[src/rtl/interval_timer_if.sv]
// Command/event bundle between the traffic-light controller and its interval timer.
// The controller holds the master side; the timer holds the slave side.
interface interval_timer_if #(
  parameter int CW = 8
);
  logic          EN;
  logic          en_IC;
  logic [1:0]    s_IC;
  logic          rcos;
  logic          rcol;
  logic          busy;
  logic [CW-1:0] count;

  modport master (
    output EN, en_IC, s_IC,
    input  rcos, rcol, busy, count
  );

  modport slave (
    input  EN, en_IC, s_IC,
    output rcos, rcol, busy, count
  );
endinterface

[src/rtl/interval_timer.sv]
// Prescaled short/long interval timer; pulses rcos/rcol for one cycle on expiry.
// Commands win over a coincident expiry; EN=0 freezes prescaler and count.
module interval_timer #(
  parameter int PRESCALE    = 10,
  parameter int SHORT_TICKS = 5,
  parameter int LONG_TICKS  = 25,
  parameter int CW          = 8
) (
  input  logic             clk,
  input  logic             R,
  interval_timer_if.slave  bus
);
  localparam int              PW      = (PRESCALE > 1) ? $clog2(PRESCALE) : 1;
  localparam logic [PW-1:0]   PRE_MAX = PW'(PRESCALE - 1);
  localparam logic [1:0]      IDLE    = 2'd0;
  localparam logic [1:0]      RUN_S   = 2'd1;
  localparam logic [1:0]      RUN_L   = 2'd2;

  logic [1:0]    r_state;
  logic [PW-1:0] r_pre;
  logic [CW-1:0] r_count;
  logic          r_rcos;
  logic          r_rcol;

  logic w_cmd, w_run, w_step, w_tick, w_last;

  assign w_cmd  = bus.en_IC && (bus.s_IC != 2'b00);
  assign w_run  = (r_state != IDLE);
  assign w_step = w_run && bus.EN;
  assign w_tick = w_step && (r_pre == PRE_MAX);
  assign w_last = w_tick && (r_count == CW'(1));

  always_ff @(posedge clk) begin
    if (R) begin
      r_state <= IDLE;
      r_pre   <= '0;
      r_count <= '0;
      r_rcos  <= 1'b0;
      r_rcol  <= 1'b0;
    end else begin
      r_rcos <= 1'b0;
      r_rcol <= 1'b0;
      if (w_cmd) begin
        // a command always restarts the prescaler and suppresses any expiry pulse
        r_pre <= '0;
        case (bus.s_IC)
          2'b01: begin
            r_state <= RUN_S;
            r_count <= CW'(SHORT_TICKS);
          end
          2'b10: begin
            r_state <= RUN_L;
            r_count <= CW'(LONG_TICKS);
          end
          default: begin
            r_state <= IDLE;
            r_count <= '0;
          end
        endcase
      end else if (w_tick) begin
        r_pre <= '0;
        if (r_count != '0) r_count <= r_count - 1'b1;
        if (w_last) begin
          r_state <= IDLE;
          r_rcos  <= (r_state == RUN_S);
          r_rcol  <= (r_state == RUN_L);
        end
      end else if (w_step) begin
        r_pre <= r_pre + 1'b1;
      end
    end
  end

  assign bus.rcos  = r_rcos;
  assign bus.rcol  = r_rcol;
  assign bus.busy  = w_run;
  assign bus.count = r_count;
endmodule

[src/flat_wrapper.sv]
// flat-port wrapper written by rule: the top's interface ports become plain ports
module interval_timer_flat 
#(
  parameter int PRESCALE    = 10,
  parameter int SHORT_TICKS = 5,
  parameter int LONG_TICKS  = 25,
  parameter int CW          = 8
)
  (clk, R, bus_EN, bus_en_IC, bus_s_IC, bus_rcos, bus_rcol, bus_busy, bus_count);
  interval_timer_if #(.CW(CW)) bus_i ();
  input  logic clk;
  input  logic R;
  input wire logic [$bits(bus_i.EN)-1:0] bus_EN;
  input wire logic [$bits(bus_i.en_IC)-1:0] bus_en_IC;
  input wire logic [$bits(bus_i.s_IC)-1:0] bus_s_IC;
  output wire logic [$bits(bus_i.rcos)-1:0] bus_rcos;
  output wire logic [$bits(bus_i.rcol)-1:0] bus_rcol;
  output wire logic [$bits(bus_i.busy)-1:0] bus_busy;
  output wire logic [$bits(bus_i.count)-1:0] bus_count;
  assign bus_i.EN = bus_EN;
  assign bus_i.en_IC = bus_en_IC;
  assign bus_i.s_IC = bus_s_IC;
  assign bus_rcos = bus_i.rcos;
  assign bus_rcol = bus_i.rcol;
  assign bus_busy = bus_i.busy;
  assign bus_count = bus_i.count;
  interval_timer #(.PRESCALE(PRESCALE), .SHORT_TICKS(SHORT_TICKS), .LONG_TICKS(LONG_TICKS), .CW(CW)) u_core (.clk(clk), .R(R), .bus(bus_i));
endmodule
[config.mk]
export PLATFORM = sky130hd
export DESIGN_NAME = interval_timer_flat
export DESIGN_NICKNAME = d
export VERILOG_FILES = /design/src/rtl/interval_timer_if.sv /design/src/rtl/interval_timer.sv /design/src/flat_wrapper.sv
export SDC_FILE = /design/constraint.sdc
export NUM_CORES = 1
export LEC_CHECK = 0
export ABC_AREA = 1
export ABC_CLOCK_PERIOD_IN_PS = 3000
export BUFFER_PORTS_ARGS = -buffer_cell sky130_fd_sc_hd__buf_2
export CAP_MARGIN = 40
export CORE_UTILIZATION = 58
export DETAILED_ROUTE_END_ITERATION = 12
export PLACE_DENSITY = 0.79
export SYNTH_ARGS = -nofsm -noshare
export SYNTH_HDL_FRONTEND = slang
export SYNTH_SLANG_ARGS = --single-unit
[constraint.sdc]
create_clock -name clk -period 3 [get_ports clk]
set_input_delay 0.15 -clock clk [delete_from_list [all_inputs] [get_ports clk]]
set_output_delay 0.15 -clock clk [all_outputs]
set_load 0.03 [all_outputs]
==> results of run 1 <==
## area by class of cell
cell class	count	area, µm²
well taps	16	20.02
clock buffers	4	36.28
multi-input cells	112	583.1
repair buffers	16	80.08
flip-flops and latches	16	320.3
inverters	27	101.3
fillers	126	417.9
## worst max-delay path: stages, from the launching register on
cell and delay, ns:
sky130_fd_sc_hd__dfxtp_1 0.42, sky130_fd_sc_hd__inv_1 0.12, sky130_fd_sc_hd__ha_1 0.21, sky130_fd_sc_hd__nand2_1 0.06, sky130_fd_sc_hd__clkinv_1 0.08, sky130_fd_sc_hd__nand2_1 0.09
sky130_fd_sc_hd__nand2_2 0.06, sky130_fd_sc_hd__nand2_2 0.11, sky130_fd_sc_hd__nand2_1 0.06, sky130_fd_sc_hd__nor2_1 0.10, sky130_fd_sc_hd__nor2_1 0.05
## logic make-up (layout without fill, tap and decap cells)
logic type / Yosys count / count (layout) / share of synthesized area
simple gates: 87 / 87 / 0.3945
buf+inv: 28 / 47 / 0.1042
compound gates: 17 / 17 / 0.08437
flops: 16 / 16 / 0.3176
fa+ha+maj: 8 / 8 / 0.09926
## worst max path at each step
| stage | start | endpoint | slack, ns | cells after the start |
|---|---|---|---|---|
| global route | u_core.bus.count[0] | u_core.bus.count[3] | 1.38 | 10 |
| finish | u_core.bus.count[0] | u_core.bus.count[3] | 1.54 | 10 |
| detailed placement | u_core.bus.count[0] | u_core.bus.count[3] | 1.55 | 10 |
| CTS | u_core.bus.count[0] | u_core.bus.count[3] | 1.54 | 10 |
| floorplan | u_core.bus.count[0] | u_core.bus.count[3] | 1.48 | 10 |
| global placement | u_core.bus.count[0] | u_core.bus.count[3] | 1.56 | 10 |
## registers in the layout, summed over array words and instances (netlist names)
signal	count
u_core.r_pre	4
u_core.bus.rcol	1
u_core.bus.rcos	1
u_core.r_state	2
u_core.bus.count	8
## report_power, final
part           leakage, nW  internal, mW  switching (mW)
registers            0.130         0.221          0.0110
logic                0.415        0.0441          0.0919
clock network       0.0210        0.0740          0.0732
## layout by cell type (no fill, tap or decap)
cell                       instances
sky130_fd_sc_hd__buf_2            16
sky130_fd_sc_hd__clkbuf_4          3
sky130_fd_sc_hd__nand2_1          38
sky130_fd_sc_hd__nand2_2           5
sky130_fd_sc_hd__clkbuf_8          1
sky130_fd_sc_hd__nor2_4            2
sky130_fd_sc_hd__o21ai_1           2
sky130_fd_sc_hd__clkinv_1          1
sky130_fd_sc_hd__o21ai_0           5
sky130_fd_sc_hd__nor2_2            3
sky130_fd_sc_hd__a21oi_1          10
sky130_fd_sc_hd__inv_2             1
sky130_fd_sc_hd__nand4_1           2
sky130_fd_sc_hd__inv_1            25
sky130_fd_sc_hd__dfxtp_1          16
sky130_fd_sc_hd__nor2_1           18
sky130_fd_sc_hd__ha_1              8
sky130_fd_sc_hd__nor4_1            1
sky130_fd_sc_hd__or2_2             1
sky130_fd_sc_hd__nand3_2           1
sky130_fd_sc_hd__nor3_1            2
sky130_fd_sc_hd__nand3_1          14
## layer usage
layer | global-route usage | routed length (µm)
met5 | 0 | 0
met4 | 0.09375 | 38
met3 | 0.02500 | 87
met2 | 0.3791 | 909
met1 | 0.2839 | 921
==> metrics.txt, run 1 <==
status=finished with violations; failing checks=DRC; total power of the final layout=0.5158 mW; Max H-tree Level=1; final setup margin=1.543 ns; final RePlAce weighted congestion=0.9463; root buffer selected by CTS=sky130_fd_sc_hd__clkbuf_4; Register-to-Register Path Depth=10; final setup TNS=0 ns; number of warnings reported in the yosys synthesis log=0; Cell Count Post-Placement=187; via-per-instance ratio=5.152; number of slew-limit violations in the final report=0; min cycle time layout=1.457 ns; dpl ws=1.552 ns; global-route wire length before repair=3.208 mm; area growth from synthesis to layout=13.15%; largest area contributor in the netlist=sky130_fd_sc_hd__dfxtp_1; category of the worst setup path launch point=flip-flop; number of buffers inserted by port buffering=16; CTS tree=yes; clock latency of the later-clocked register in the worst-skew pair=0.30 ns; peak supply drop=330.9 µV; first-pass detailed-route iteration total=8; leading cell type by number of instances after synthesis=sky130_fd_sc_hd__nand2_1; starting density of the core=0.6469; number of buffers added to fix hold violations after cts=0; instance area after placement=1105 µm²; critical path required time=3.20 ns; total power density per cell area=452.0 nW/µm²; utilization after layout=0.7319; type of the tightest min-delay check=primary input to flip-flop; setup slack, reg-to-reg=1.54 ns; Max FO, Critical Path=6; type of the worst setup path=flip-flop to flip-flop; post-CTS setup buffers=0; leakage power summed over all cells=0.5657 nW; HP Start=R; synthesized cell area=1008 µm²; Reg2Reg Launch Point=u_core.bus.count[0]; Cells after Synth=156; register area share after synthesis=0.3176; fin nets=190; largest buffer count on any clock path=2; number of different library cells in the post-synthesis netlist=20; remaining number of nets flagged by the antenna check after routing=0; Max Clock Skew=0.004627 ns; final antenna diode count=0; Reg clk slew, reported paths=0.10 ns; synthesized flop and latch total=16; initial antenna violation count=0; Post-synth EDFFs=0; period utilisation layout=0.4855; DRC Markers=1; number of DRC markers in iteration 0=33; worst endpoint data arrival time=1.66 ns; I/O Pins=17; Hold Path Sink=u_core.r_state[1]; net count of the mapped netlist=170; detailed-route via count=984; leading cell types by count after synthesis=38 x sky130_fd_sc_hd__nand2_1, 25 x sky130_fd_sc_hd__inv_1, 18 x sky130_fd_sc_hd__nor2_1; FP Rows=14; x dimension of the die=43.70 µm; Vert. Die Dim=43.70 µm; core outline area=1559 µm²; via count of the first global-routing pass=810; maximum number of pins on one net before global-route repair=10; final worst hold slack=0.1115 ns; Clock Sinks=16; Highest Clock Rate=686.6 MHz; Total Wirelength=1.957 mm; Worst R2R End=u_core.bus.count[3]; number of endpoints with negative hold slack in the final report=0; die area=1910 µm²; half-perimeter wire length after detailed placement=1.552 mm; final non-filler cell area=1141 µm²; gr ovfl total=0; Critical Path Sink Type=flip-flop; Finished Layout Cells=191; cell depth of the worst min-delay path=2; worst slew pin tran=0.3577 ns; count of maximum capacitance violations=0; share of final-layout standard cells stronger than drive strength 1=0.1886; worst slew slack as a fraction of its limit=0.7599; TritonCTS buffer count=3; Avg WL per Cell=10.25 µm; Avg Cell Area, Syn=6.465 µm²; fraction of post-synthesis cell area in the top cell type by area=0.3176; dominant synthesized flop cell=sky130_fd_sc_hd__dfxtp_1; fraction of registers with async set/reset=0; Setup-failing EPs final=0; dominant cells by area after synthesis=sky130_fd_sc_hd__dfxtp_1 32%, sky130_fd_sc_hd__nand2_1 14%, sky130_fd_sc_hd__ha_1 9.9%; aggregate global-route resource usage=0.2231; PostCTS Resize Cnt=0; RSZ-0062 raised after global routing=no
No activity file was read; power rests on OpenSTA's default activity.
==> inputs of run 2 (changes only) <==
--- a/config.mk
+++ b/config.mk
@@ -6,12 +6,12 @@
 export NUM_CORES = 1
 export LEC_CHECK = 0
 export ABC_AREA = 1
-export ABC_CLOCK_PERIOD_IN_PS = 3000
+export ABC_CLOCK_PERIOD_IN_PS = 1500
 export BUFFER_PORTS_ARGS = -buffer_cell sky130_fd_sc_hd__buf_2
 export CAP_MARGIN = 40
-export CORE_UTILIZATION = 58
+export CORE_UTILIZATION = 54
 export DETAILED_ROUTE_END_ITERATION = 12
-export PLACE_DENSITY = 0.79
+export PLACE_DENSITY = 0.74
 export SYNTH_ARGS = -nofsm -noshare
 export SYNTH_HDL_FRONTEND = slang
 export SYNTH_SLANG_ARGS = --single-unit
==> constraint.sdc (replaced) <==
create_clock -name clk -period 1.5 [get_ports clk]
set_input_delay 0.075 -clock clk [delete_from_list [all_inputs] [get_ports clk]]
set_output_delay 0.075 -clock clk [all_outputs]
set_load 0.03 [all_outputs]
==> metrics.txt, run 2 (synthesized netlist as in run 1, its figures left out) <==
PostCTS Resize Cnt=0 (unchanged); critical path required time=1.70 ns (-1.50 ns); maximum number of pins on one net before global-route repair=10 (unchanged); remaining number of nets flagged by the antenna check after routing=0 (unchanged); Clock Sinks=16 (unchanged); via count of the first global-routing pass=847 (+4.6%); most common cell after layout, fill and taps aside=sky130_fd_sc_hd__nand2_1; category of the worst setup path launch point=flip-flop; number of slew-limit violations in the final report=0 (unchanged); DRC Markers=0 (-1); number of buffers inserted by port buffering=16 (unchanged); met3 layer wire length in the routed design=103 µm (+18%); final worst hold slack=0.05126 ns (-0.06026 ns); met2 wire length=958 µm (+5.4%); leakage power summed over all cells=0.5676 nW (+0.34%); share of final-layout standard cells stronger than drive strength 1=0.2000 (+0.01143); most frequent cells in the layout=38 x sky130_fd_sc_hd__nand2_1, 25 x sky130_fd_sc_hd__inv_1, 18 x sky130_fd_sc_hd__nor2_1, 16 x sky130_fd_sc_hd__buf_2; Vert. Die Dim=45.22 µm (+3.5%); detailed-route via count=1,003 (+1.9%); Setup-failing EPs final=0 (unchanged); aggregate global-route resource usage=0.2330 (+0.009918); RSZ-0062 raised after global routing=no; number of buffers added to fix hold violations after cts=0 (unchanged); TritonCTS buffer count=3 (unchanged); global-route wire length before repair=3.484 mm (+8.6%); min cycle time layout=1.350 ns (-0.1065 ns); total power density per cell area=889.5 nW/µm² (+97%); area growth from synthesis to layout=15.26%; die area=2044 µm² (+7.1%); gr ovfl total=0 (unchanged); starting density of the core=0.5778 (-0.06909); Max Clock Skew=0.006672 ns (+0.002045 ns); final antenna diode count=0 (unchanged); I/O Pins=17 (unchanged); worst endpoint data arrival time=1.55 ns (-0.11 ns); uppermost layer routed=met4; number of DRC markers in iteration 0=28 (-15%); final RePlAce weighted congestion=0.8565 (-9.5%); Avg WL per Cell=10.50 µm (+2.5%); Reg clk slew, reported paths=0.10 ns (about the same); x dimension of the die=45.22 µm (+3.5%); FP Rows=15 (+1); peak supply drop=695.2 µV (+110%); Critical Path Sink Type=flip-flop; Max FO, Critical Path=5 (-1); first-pass detailed-route iteration total=4 (-4); largest buffer count on any clock path=2 (unchanged); clock latency of the later-clocked register in the worst-skew pair=0.29 ns (about the same); worst slew slack as a fraction of its limit=0.7502 (-0.009737); final setup TNS=0 ns (unchanged); core outline area=1745 µm² (+12%); type of the tightest min-delay check=primary input to flip-flop; flip-flop count of the largest register, all copies and words added=8 (unchanged); Max H-tree Level=1 (unchanged); Total Wirelength=2.100 mm (+7.3%); number of endpoints with negative hold slack in the final report=0 (unchanged); type of the worst setup path=flip-flop to flip-flop; worst slew pin tran=0.3723 ns (+0.01451 ns); post-CTS setup buffers=0 (unchanged); length of routed wiring on met1=1.012 mm (+9.9%); half-perimeter wire length after detailed placement=1.621 mm (+4.5%); period utilisation layout=0.9000 (+0.4145); root buffer selected by CTS=sky130_fd_sc_hd__clkbuf_4; initial antenna violation count=0 (unchanged); Highest Clock Rate=740.7 MHz (+7.9%); via-per-instance ratio=5.015 (-2.7%); fin nets=190 (unchanged); CTS tree=yes; status=completed; count of maximum capacitance violations=0 (unchanged)
-- run 2: changes by cell type in the layout (fill, tap and decap cells not counted) --
cell,delta
sky130_fd_sc_hd__dfxtp_1,-2
sky130_fd_sc_hd__dfxtp_2,+1
sky130_fd_sc_hd__dfxtp_4,+1
sky130_fd_sc_hd__nand2_2,-1
sky130_fd_sc_hd__nand2_4,+1
-- run 2: path summary, 6_finish.rpt --
check	startpoint	end	slack (ns)	cells past startpoint
max	u_core.bus.count[1]	u_core.bus.count[4]	0.15	9
min	R	u_core.bus.count[0]	0.05	2
max reg2reg	u_core.bus.count[1]	u_core.bus.count[4]	0.15	9
min reg2reg	u_core.bus.count[1]	u_core.bus.count[1]	0.49	2
-- run 2: metrics by stage --
step           power (mW)  instance area, µm²  cells  utilization  worst slack [ns]
2_1_floorplan      0.6828                1010    156            -           0.02085
3_3_place_gp       0.7392                1117    196       0.6401            0.2163
3_5_place_dp       0.7452                1117    196       0.6401            0.1453
4_1_cts             1.033                1154    200       0.6609            0.1287
5_1_grt             1.102                1162    200       0.6660          0.009925
6_report            1.034                1162    200       0.6660            0.1500
-- run 2: report_power, final --
group | switching [mW] | total (mW) | internal (mW)
clock | 0.148 | 0.296 | 0.148
sequential | 0.0209 | 0.464 | 0.443
combinational | 0.185 | 0.274 | 0.0890
-- run 2: cell type report --
cell class	count	area (µm²)
tap	25	31.28
timing repair buffer	16	80.08
inverter	27	101.3
multi-input combinational	112	588.1
clock buffer	4	36.28
fill	163	583.1
sequential	16	325.3
-- run 2: per-layer routing --
layer	vias up	global-route usage
li1	527	-
met1	436	0.3017
met2	35	0.3942
met3	5	0.03600
met4	0	0.07273
met5	-	0
-- run 2: critical path: stages, from the launching register on --
cell	delay [ns]
sky130_fd_sc_hd__dfxtp_2	0.34
sky130_fd_sc_hd__inv_1	0.13
sky130_fd_sc_hd__ha_1	0.22
sky130_fd_sc_hd__inv_1	0.08
sky130_fd_sc_hd__nor2_1	0.15
sky130_fd_sc_hd__nand2_1	0.07
sky130_fd_sc_hd__nand3_1	0.08
sky130_fd_sc_hd__nand2_1	0.05
sky130_fd_sc_hd__nor2_1	0.09
sky130_fd_sc_hd__nor2_1	0.05
==> inputs of run 3 (changes only) <==
--- a/config.mk
+++ b/config.mk
@@ -6,12 +6,12 @@
 export NUM_CORES = 1
 export LEC_CHECK = 0
 export ABC_AREA = 1
-export ABC_CLOCK_PERIOD_IN_PS = 1500
+export ABC_CLOCK_PERIOD_IN_PS = 1100
 export BUFFER_PORTS_ARGS = -buffer_cell sky130_fd_sc_hd__buf_2
 export CAP_MARGIN = 40
-export CORE_UTILIZATION = 54
+export CORE_UTILIZATION = 49
 export DETAILED_ROUTE_END_ITERATION = 12
-export PLACE_DENSITY = 0.74
+export PLACE_DENSITY = 0.71
 export SYNTH_ARGS = -nofsm -noshare
 export SYNTH_HDL_FRONTEND = slang
 export SYNTH_SLANG_ARGS = --single-unit
==> constraint.sdc (replaced) <==
create_clock -name clk -period 1.1 [get_ports clk]
set_input_delay 0.055 -clock clk [delete_from_list [all_inputs] [get_ports clk]]
set_output_delay 0.055 -clock clk [all_outputs]
set_load 0.03 [all_outputs]
==> metrics.txt, run 3 (synthesized netlist as in run 1, its figures left out) <==
worst slew slack as a fraction of its limit=0.8323 (+0.08218); largest buffer count on any clock path=2 (unchanged); final RePlAce weighted congestion=0.8521 (-0.51%); Vert. Die Dim=47.37 µm (+4.8%); Total Wirelength=3.395 mm (+62%); Highest Clock Rate=749.9 MHz (+1.2%); Cell Count Post-Placement=229 (+17%); Max FO, Critical Path=6 (+1); period utilisation layout=1.212 (+0.3122); most common cell after layout, fill and taps aside=sky130_fd_sc_hd__buf_4; leakage power summed over all cells=0.7964 nW (+40%); share of final-layout standard cells stronger than drive strength 1=0.5577 (+0.3577); Avg WL per Cell=14.45 µm (+38%); half-perimeter wire length after detailed placement=2.017 mm (+24%); status=finished with violations; Finished Layout Cells=235 (+18%); count of maximum capacitance violations=0 (unchanged); Reg2Reg Launch Point=u_core.bus.count[1]; final setup TNS=-2.324 ns (-2.324 ns); clock latency of the later-clocked register in the worst-skew pair=0.30 ns (about the same); Worst R2R End=u_core.bus.count[3]; number of endpoints with negative hold slack in the final report=0 (unchanged); flip-flop count of the largest register, all copies and words added=8 (unchanged); most frequent cells in the layout=32 x sky130_fd_sc_hd__buf_4, 31 x sky130_fd_sc_hd__nand2_1, 19 x sky130_fd_sc_hd__inv_1, 15 x sky130_fd_sc_hd__buf_2; via count of the first global-routing pass=1,050 (+24%); delay of the slowest cell on the worst path=0.37 ns (+0.03 ns); aggregate global-route resource usage=0.2977 (+0.06472); die area=2243 µm² (+9.7%); Hold Path Sink=u_core.bus.count[6]; final antenna diode count=0 (unchanged); Max Clock Skew=0.002508 ns (-0.004164 ns); HP Start=R; gr ovfl total=0 (unchanged); total power of the final layout=1.728 mW (+67%); I/O Pins=17 (unchanged); x dimension of the die=47.37 µm (+4.8%); min cycle time layout=1.333 ns (-0.01656 ns); CTS tree=yes; failing checks=setup timing; number of buffers inserted by port buffering=16 (unchanged); via-per-instance ratio=5.391 (+7.5%); Register-to-Register Path Depth=9 (unchanged); number of slew-limit violations in the final report=0 (unchanged); peak supply drop=1017 µV (+46%); DRC Markers=0 (unchanged); first-pass detailed-route iteration total=5 (+1); TritonCTS buffer count=3 (unchanged); total power density per cell area=1038 nW/µm² (+17%); area growth from synthesis to layout=65.01%; initial antenna violation count=0 (unchanged); type of the worst setup path=flip-flop to flip-flop; core outline area=1942 µm² (+11%); detailed-route via count=1,267 (+26%); global-route wire length before repair=4.505 mm (+29%); starting density of the core=0.5193 (-0.05845); fin nets=223 (+17%); worst slew pin tran=0.2508 ns (-0.1215 ns); root buffer selected by CTS=sky130_fd_sc_hd__clkbuf_4; critical path required time=1.29 ns (-0.41 ns); setup slack, reg-to-reg=-0.23 ns (-0.38 ns); cell depth of the worst min-delay path=2 (unchanged); FP Rows=16 (+1); Critical Path Sink Type=flip-flop; Reg clk slew, reported paths=0.10 ns (about the same); RSZ-0062 raised after global routing=yes; number of buffers added to fix hold violations after cts=0 (unchanged); category of the worst setup path launch point=flip-flop; maximum number of pins on one net before global-route repair=10 (unchanged); worst endpoint data arrival time=1.53 ns (-0.02 ns); worst-path cell chain=inv_6, ha_4, nand2_4, inv_4, nand2_2, nand2_2, nand2_4, o21ai_0, nor2_1; remaining number of nets flagged by the antenna check after routing=0 (unchanged); Setup-failing EPs final=17 (+17); Max H-tree Level=1 (unchanged); type of the tightest min-delay check=primary input to flip-flop; number of DRC markers in iteration 0=57 (+100%); Clock Sinks=16 (unchanged); Slowest cell on crit path=sky130_fd_sc_hd__dfxtp_4; final setup margin=-0.2335 ns (-0.3834 ns)
run 3: cell count changes in the layout (fill, tap and decap cells not counted), moves of 6 or more:
cell and delta:
sky130_fd_sc_hd__nand3_1 -6, sky130_fd_sc_hd__dfxtp_2 +9, sky130_fd_sc_hd__nor2_1 -8, sky130_fd_sc_hd__buf_4 +32
sky130_fd_sc_hd__dfxtp_1 -10, sky130_fd_sc_hd__nor2_4 +7, sky130_fd_sc_hd__nand2_1 -7, sky130_fd_sc_hd__inv_1 -6
run 3: per-stage QoR:
stage / hold slack, ns / utilization / setup WS [ns] / area, µm²
after floorplan: 0.3258 / - / -0.1134 / 1052
after global placement: 0.3309 / 0.7184 / -0.1224 / 1395
after detailed placement: 0.3321 / 0.7184 / -0.2148 / 1395
after CTS: 0.02594 / 0.7945 / -0.1199 / 1543
after global routing: 0.02890 / 0.8570 / -0.2659 / 1664
final: 0.03237 / 0.8570 / -0.2335 / 1664
run 3: worst max-delay path by stage:
stage / to / slack (ns) / start / depth (start not counted)
after global placement: u_core.bus.count[2] / -0.12 / u_core.bus.count[0] / 8
after detailed placement: u_core.bus.count[3] / -0.21 / u_core.r_pre[1] / 9
final: u_core.bus.count[3] / -0.23 / u_core.bus.count[1] / 9
after CTS: u_core.bus.count[2] / -0.12 / u_core.bus.count[0] / 8
after global routing: u_core.bus.count[7] / -0.27 / u_core.bus.count[2] / 7
after floorplan: u_core.bus.count[3] / -0.11 / u_core.bus.count[0] / 10
run 3: what timing repair did:
| item | CTS | global route |
|---|---|---|
| buffers inserted | 1 | 2 |
| endpoints found under the setup margin | 16 | 17 |
| pin swaps | 10 | 15 |
| gates resized for setup | 30 | 28 |
run 3: layout make-up:
type | instances | area [µm²]
sequential | 16 | 340.3
timing repair buffer | 49 | 337.8
fill | 111 | 277.8
multi-input combinational | 112 | 802.0
inverter | 27 | 113.9
tap | 27 | 33.78
clock buffer | 4 | 36.28
run 3: worst max-delay path, delay by kind of cell (launching register included):
family                     cells  cell delay [ns]
AOI/OAI and AO/OA              1             0.21
adders and majority gates      1             0.14
buffers and inverters          2             0.14
DFF                            1             0.37
and+or+nand+nor                5             0.37
run 3: power by group:
part | switching [mW] | internal, mW
logic | 0.405 | 0.266
registers | 0.0312 | 0.608
clock network | 0.215 | 0.202
total | 0.652 | 1.08
run 3: metal layers:
| layer | global-route usage | up-vias | routed length [µm] |
|---|---|---|---|
| met4 | 0.1771 | 0 | 217 |
| met1 | 0.3649 | 577 | 1350 |
| li1 | - | 588 | - |
| met5 | 0 | - | 0 |
| met3 | 0.05000 | 29 | 259 |
| met2 | 0.4849 | 73 | 1567 |
